[src/rtl/bcd_to_binary_if.sv]
// Handshake bundle for the BCD-to-binary converter.
// The producer/consumer side uses master; the converter uses slave.
interface bcd_to_binary_if #(
  parameter int NDIGITS = 10
);
  logic                   in_valid;
  logic                   in_ready;
  logic [4*NDIGITS-1:0]   bcd;
  logic                   out_valid;
  logic                   out_ready;
  logic [31:0]            bin;
  logic                   bad_digit;
  logic                   overflow;

  modport master (
    output in_valid, bcd, out_ready,
    input  in_ready, out_valid, bin, bad_digit, overflow
  );

  modport slave (
    input  in_valid, bcd, out_ready,
    output in_ready, out_valid, bin, bad_digit, overflow
  );
endinterface

[src/rtl/bcd_to_binary.sv]
// Sequential packed-BCD to 32-bit binary converter: one digit per clock,
// most significant digit first, with sticky invalid-digit and overflow flags.
module bcd_to_binary #(
  parameter int NDIGITS = 10
) (
  input  logic           clk,
  input  logic           rst,
  bcd_to_binary_if.slave bus
);
  localparam int              W    = 4 * NDIGITS;
  localparam int              CW   = $clog2(NDIGITS + 1);
  localparam logic [CW-1:0]   LAST = CW'(NDIGITS - 1);

  typedef enum logic [1:0] {S_IDLE, S_CONV, S_DONE} state_t;

  state_t        state;
  logic [W-1:0]  sr;
  logic [31:0]   acc;
  logic [CW-1:0] cnt;
  logic          bad_acc;
  logic          ovf_acc;
  logic [31:0]   bin_q;
  logic          bad_q;
  logic          ovf_q;
  logic          out_valid_q;

  logic [3:0]    d;
  logic [35:0]   nxt;

  // NOTE: every always_comb output is assigned on every pass, so no latch can be inferred.
  always_comb begin
    d   = sr[W-1 -: 4];
    nxt = ({4'b0, acc} << 3) + ({4'b0, acc} << 1) + 36'(d);
  end

  // Working accumulators are separate from the presented result so that
  // bin and the flags only move on entry to DONE.
  // NOTE: sequential state uses non-blocking assignments so all registers update together.
  always_ff @(posedge clk) begin
    if (rst) begin
      state       <= S_IDLE;
      sr          <= '0;
      acc         <= '0;
      cnt         <= '0;
      bad_acc     <= 1'b0;
      ovf_acc     <= 1'b0;
      bin_q       <= '0;
      bad_q       <= 1'b0;
      ovf_q       <= 1'b0;
      out_valid_q <= 1'b0;
    end else begin
      case (state)
        S_IDLE: begin
          if (bus.in_valid) begin
            sr      <= bus.bcd;
            acc     <= '0;
            cnt     <= '0;
            bad_acc <= 1'b0;
            ovf_acc <= 1'b0;
            state   <= S_CONV;
          end
        end
        S_CONV: begin
          acc     <= nxt[31:0];
          ovf_acc <= ovf_acc | (|nxt[35:32]);
          bad_acc <= bad_acc | (d > 4'd9);
          sr      <= sr << 4;
          cnt     <= cnt + CW'(1);
          if (cnt == LAST) begin
            bin_q       <= nxt[31:0];
            bad_q       <= bad_acc | (d > 4'd9);
            ovf_q       <= ovf_acc | (|nxt[35:32]);
            out_valid_q <= 1'b1;
            state       <= S_DONE;
          end
        end
        S_DONE: begin
          if (bus.out_ready) begin
            out_valid_q <= 1'b0;
            state       <= S_IDLE;
          end
        end
        default: state <= S_IDLE;
      endcase
    end
  end

  // in_ready is masked by rst so it reads low in any cycle reset is asserted.
  assign bus.in_ready  = (state == S_IDLE) & ~rst;
  assign bus.out_valid = out_valid_q;
  assign bus.bin       = bin_q;
  assign bus.bad_digit = bad_q;
  assign bus.overflow  = ovf_q;
endmodule

[src/flat_wrapper.sv]
// flat-port wrapper written by rule: the top's interface ports become plain ports
module bcd_to_binary_flat 
#(
  parameter int NDIGITS = 10
)
  (clk, rst, bus_in_valid, bus_bcd, bus_out_ready, bus_in_ready, bus_out_valid, bus_bin, bus_bad_digit, bus_overflow);
  bcd_to_binary_if #(.NDIGITS(NDIGITS)) bus_i ();
  input  logic clk;
  input  logic rst;
  input wire logic [$bits(bus_i.in_valid)-1:0] bus_in_valid;
  input wire logic [$bits(bus_i.bcd)-1:0] bus_bcd;
  input wire logic [$bits(bus_i.out_ready)-1:0] bus_out_ready;
  output wire logic [$bits(bus_i.in_ready)-1:0] bus_in_ready;
  output wire logic [$bits(bus_i.out_valid)-1:0] bus_out_valid;
  output wire logic [$bits(bus_i.bin)-1:0] bus_bin;
  output wire logic [$bits(bus_i.bad_digit)-1:0] bus_bad_digit;
  output wire logic [$bits(bus_i.overflow)-1:0] bus_overflow;
  assign bus_i.in_valid = bus_in_valid;
  assign bus_i.bcd = bus_bcd;
  assign bus_i.out_ready = bus_out_ready;
  assign bus_in_ready = bus_i.in_ready;
  assign bus_out_valid = bus_i.out_valid;
  assign bus_bin = bus_i.bin;
  assign bus_bad_digit = bus_i.bad_digit;
  assign bus_overflow = bus_i.overflow;
  bcd_to_binary #(.NDIGITS(NDIGITS)) u_core (.clk(clk), .rst(rst), .bus(bus_i));
endmodule
[config.mk]
export PLATFORM = sky130hd
export DESIGN_NAME = bcd_to_binary_flat
export DESIGN_NICKNAME = d
export VERILOG_FILES = /design/src/rtl/bcd_to_binary_if.sv /design/src/rtl/bcd_to_binary.sv /design/src/flat_wrapper.sv
export SDC_FILE = /design/constraint.sdc
export NUM_CORES = 1
export LEC_CHECK = 0
export CORE_AREA = 2 2 131 133
export CTS_CLUSTER_DIAMETER = 200
export CTS_CLUSTER_SIZE = 24
export DETAILED_ROUTE_END_ITERATION = 12
export DIE_AREA = 0 0 133 135
export PLACE_DENSITY = 0.66
export SLEW_MARGIN = 20
export SYNTH_ARGS = -nofsm -noshare
export SYNTH_HDL_FRONTEND = slang
export SYNTH_SLANG_ARGS = --single-unit
export TNS_END_PERCENT = 20
[constraint.sdc]
create_clock -name clk -period 3.02 [get_ports clk]
set_input_delay 0.604 -clock clk [delete_from_list [all_inputs] [get_ports clk]]
set_output_delay 0.604 -clock clk [all_outputs]
set_load 0.005 [all_outputs]
== Word level (Yosys, flattened, before mapping) ==
Cells that the tools add are included.

* Logic and storage cells: 48
* Input bits: 44
* Register bits after elaboration: 115
* Output and inout bits: 36

* Bitwise operators: 4
* $lt $le $gt $ge: 1
* Reduce and logical (&&, ||, !) cells: 8
* Eq/ne operators: 6
* Add/sub/neg operators: 3
* Mux-type cells: 16

{| class="wikitable"
|+ Operator list
! kind !! count
|-
| case mux 40 bit (2 select lines) || 1
|-
| case mux 32 bit (2 select lines) || 1
|-
| 2-to-1 mux 40 bit || 1
|-
| adder 35 x 33 -> 36 bit || 1
|-
| adder 36 x 4 -> 36 bit || 1
|-
| 2-to-1 mux 32 bit || 1
|-
| case mux 4 bit (2 select lines) || 1
|-
| 2-to-1 mux 2 bit || 3
|-
| case mux 1 bit (2 select lines) || 3
|-
| case mux 2 bit (3 select lines) || 1
|-
| AND reduction 3 bit || 2
|-
| adder 4 x 1 -> 4 bit, second input constant || 1
|-
| == test 4 bit, second input constant || 1
|-
| > comparator 4 bit, second input constant || 1
|-
| 2-to-1 mux 4 bit || 1
|-
| != test 2 bit, second input constant || 2
|-
| AND reduction 2 bit || 2
|-
| nonzero test 2 bit || 2
|-
| OR reduction 4 bit || 1
|-
| 2-to-1 mux 1 bit || 3
|-
| == test 2 x 1 -> 1 bit, second input constant || 1
|-
| == test 2 bit, second input constant || 1
|-
| zero test 2 bit || 1
|-
| != test 2 x 1 -> 1 bit, second input constant || 1
|-
| 3 further kinds || 4
|}

== Longest topological paths before layout ==
* Depth in word-level cells: 5
* Mapped depth: 12
* Depth with buffers taken out: 12

== Least setup slack after synthesis ==
No wires, ideal clock.

* Kind: reg-to-reg
* From: register u_core.acc[0]
* To: register u_core.ovf_q, in the netlist u_core.bus.overflow
* Period minus slack after synthesis: 2.897 ns
* Required time: 2.883 ns
* Library setup time: 0.137 ns
* Slack: 0.123 ns
* Buffers on the path: 0
* Arrival: 2.760 ns
* Stages on the path, launching flop included: 13
* Cells stage by stage: dfxtp_1 > inv_1 > fa_1 > inv_1 > fa_1 > a21o_1 > a221oi_4 > o211ai_1 > nand3_1 > nand4_1 > a21o_1 > nor4_2 > a211oi_2

* Word-level cells in the longest chain between the ends: 4

{| class="wikitable"
|+ Ends and longest elaborated chain
! item !! RTL line !! RTL
|-
| start: declaration || bcd_to_binary.sv:18 || <nowiki>logic [31:0] acc;</nowiki>
|-
| start signal: assignment || bcd_to_binary.sv:64 || <nowiki>acc <= nxt[31:0];</nowiki>
|-
| adder 35 x 33 -> 36 bit || bcd_to_binary.sv:33 || <nowiki>nxt = ({4'b0, acc} << 3) + ({4'b0, acc} << 1) + 36'(d);</nowiki>
|-
| adder 36 x 4 -> 36 bit || bcd_to_binary.sv:33 ||
|-
| OR reduction 4 bit || bcd_to_binary.sv:72 || <nowiki>ovf_q <= ovf_acc | (|nxt[35:32]);</nowiki>
|-
| OR 1 bit || bcd_to_binary.sv:72 ||
|-
| end signal: assignment || bcd_to_binary.sv:72 ||
|-
| end: declaration || bcd_to_binary.sv:24 || <nowiki>logic ovf_q;</nowiki>
|}

Every way passes these cells.
A chain may end at the register's enable or synchronous reset.

== Worst setup path after layout ==
* From: register u_core.acc[2]
* To: register u_core.ovf_q, in the netlist u_core.bus.overflow

Same word-level chain as after synthesis.

==> flow_metrics.env <==
export IMPL_die_area_mm2=0.0180
export IMPL_hold_path_class="flop to flop"
export IMPL_total_power_mw=4.19
export IMPL_synth_edf_count=0
export IMPL_die_x_um=133
export IMPL_fin_crit_sh=0.967
export IMPL_worstSkewPairLatency_ns=0.44
export IMPL_syn_to_final_growth_pct=25.4
export IMPL_cts_tree="yes"
export IMPL_globalRouteOverflowTotal=0
export IMPL_place_area_mm2=0.00814
export IMPL_core_area_mm2=0.0164
export IMPL_post_route_util=0.545
export IMPL_cp_max_fo=3
export IMPL_numPortBuffers=79
export IMPL_m1WireLength_um=8770
export IMPL_vdd_drop_max_uv=419
export IMPL_whs_ns=0.452
export IMPL_grt_max_degree=72
export IMPL_leakagePower_nw=3.81
export IMPL_cp_data_required_time_ns=3.32
export IMPL_final_area_mm2=0.00893
export IMPL_worstPathArrival_ns=3.22
export IMPL_maxSlewViolCount=0
export IMPL_finalSetupViolCount=0
export IMPL_max_cap_viol_count=0
export IMPL_first_pass_iters=7
export IMPL_syn_area_per_cell_um2=7.66
export IMPL_clk_pin_slew_worst_paths_ns=0.06
export IMPL_power_density_mw_per_mm2=469
export IMPL_cts_max_level=4
export IMPL_grt_pass1_wl_um=30400
export IMPL_period_needed_ns=2.92
export IMPL_yosysUniqueCellTypes=70
export IMPL_syn_cell_area_mm2=0.00712
export IMPL_path_class="flop to flop"
export IMPL_cts_made_buffers=17
export IMPL_synth_seq_cells=115
export IMPL_synth_async_reset_ratio=0
export IMPL_synth_seq_area_share=0.323
export IMPL_die_h_um=135
export IMPL_start_util=0.434
export IMPL_pre_cts_ws_ns=-0.0305
export IMPL_ant_nets=0
export IMPL_layout_drive_gt1_share=0.109
export IMPL_route_detailed_drc=0
export IMPL_status="complete, no violations"
export IMPL_startpoint_type="flop"
export IMPL_finalSetupTns_ns=0
export IMPL_gp_congestion=0.883
export IMPL_ys_warn_count=0
export IMPL_hold_violations=0
export IMPL_tightest_slew_ns=0.749
export IMPL_wl_met3_um=647
export IMPL_synth_top_flop_cell="dfxtp_1"
export IMPL_instances_no_fill=1236
export IMPL_fmax_mhz=342
export IMPL_hold_buffers=0
export IMPL_placed_cells=1197
export IMPL_wl_um=18200
export IMPL_viasPerCell=5.41
export IMPL_highest_layer="met4"
export IMPL_max_clock_path_buffers=2
export IMPL_synth_nets=1041
export IMPL_diodes=0
export IMPL_io_pins=80
export IMPL_grt_use_total=0.208
export IMPL_dp_hpwl_um=12800
export IMPL_grt_pass1_vias=6201
export IMPL_antenna_found_initial=0
export IMPL_clkSinkCount=115
export IMPL_via_count=6682
export IMPL_drt_iter0_markers=476
export IMPL_slew_headroom=0.501
export IMPL_worst_slack_ns=0.0987
export IMPL_rows=47
export IMPL_clockRootBuffer="clkbuf_16"
export IMPL_routedWlPerCell_um=14.8
export IMPL_clock_skew_final_ns=0.00662
export IMPL_rsz0062_at_grt="yes"
export IMPL_syn_inst=930
export IMPL_routed_wl_met2_um=8470
export IMPL_finalNetCount=1114
export IMPL_end_kind="flop"
[synthesized netlist by cell type (5+ instances only)]
| cell | n | area [um^2] |
|---|---|---|
| nor2_1 | 173 | 649 |
| a21oi_1 | 117 | 586 |
| dfxtp_1 | 115 | 2300 |
| nand2_1 | 84 | 315 |
| ha_1 | 65 | 813 |
| nor2b_1 | 42 | 263 |
| clkbuf_1 | 41 | 154 |
| nor3_1 | 41 | 205 |
| a22oi_1 | 29 | 218 |
| o21ai_0 | 26 | 130 |
| nand3_1 | 17 | 85.1 |
| a21o_1 | 15 | 113 |
| inv_1 | 15 | 56.3 |
| a211oi_1 | 12 | 90.1 |
| xnor2_1 | 12 | 105 |
| xor2_1 | 11 | 96.3 |
| nand4_1 | 10 | 62.6 |
| buf_1 | 8 | 30.0 |
| o21bai_1 | 5 | 37.5 |
[placed cells by master (no fill, tap or decap), types with 29 or more instances in the layout]
cell,instances
dfxtp_1,112
nand2_1,84
nor2_1,171
a22oi_1,29
ha_1,65
clkdlybuf4s50_1,78
nor3_1,41
buf_4,34
a21oi_1,112
nor2b_1,41
[final cells by class]
type,instances,area (um^2)
Sequential cell,115,2310
Tap cell,220,275
Clock inverter,15,220
Inverter,15,56.3
Timing Repair Buffer,113,1050
Clock buffer,17,425
Multi-Input combinational cell,741,4600
Fill cell,1562,7470
[final timing paths]
path | endpoint | startpoint | depth (start not counted) | slack (ns)
worst max-delay path | u_core.bus.overflow | u_core.acc[2] | 12 | 0.1
worst min-delay path | u_core.bus.bin[17] | u_core.bus.bin[17] | 2 | 0.45
worst max register to register | u_core.bus.overflow | u_core.acc[2] | 12 | 0.1
worst min register to register | u_core.bus.bin[17] | u_core.bus.bin[17] | 2 | 0.45
[report_power, final]
group | internal, mW | switching [mW]
Sequential | 1.57 | 0.0363
Clock | 1.41 | 0.816
Combinational | 0.160 | 0.202
[layer usage]
metal	vias to the layer above	track usage
li1	3420	-
met1	3097	0.278
met2	138	0.337
met3	27	0.0398
met4	0	0.0753
met5	-	0
[kinds of logic after synthesis]
family                   synth area share
AND/OR/NAND/NOR                     0.263
AO/OA/AOI/OAI                       0.220
flip-flops                          0.323
buffers and inverters              0.0446
adder cells (fa/ha/maj)             0.120
XOR/XNOR                           0.0283
multiplexers                      0.00158
[state kept, by name, indices dropped and copies added, names as in the netlist]
register / cells
u_core.bus.bin: 32
u_core.bad_acc: 1
u_core.sr: 40
u_core.bus.out_valid: 1
u_core.acc: 32
u_core.state: 2
u_core.bus.bad_digit: 1
u_core.ovf_acc: 1
u_core.cnt: 4
u_core.bus.overflow: 1
[critical path: stages (launching register included)]
cell	delay (ns)
dfxtp_2	0.33
inv_2	0.04
fa_1	0.54
inv_2	0.05
fa_2	0.35
a21o_1	0.21
a221oi_4	0.27
o211ai_1	0.13
nand3_1	0.16
nand4_1	0.09
a21o_1	0.21
nor4_2	0.30
a211oi_2	0.10
[what timing repair did]
item	in CTS	in global routing
gates resized for setup	2	22
pin swaps	6	24
endpoints found under the setup margin	2	30
buffers inserted	2	5
No activity file was read; power rests on OpenSTA's default activity.
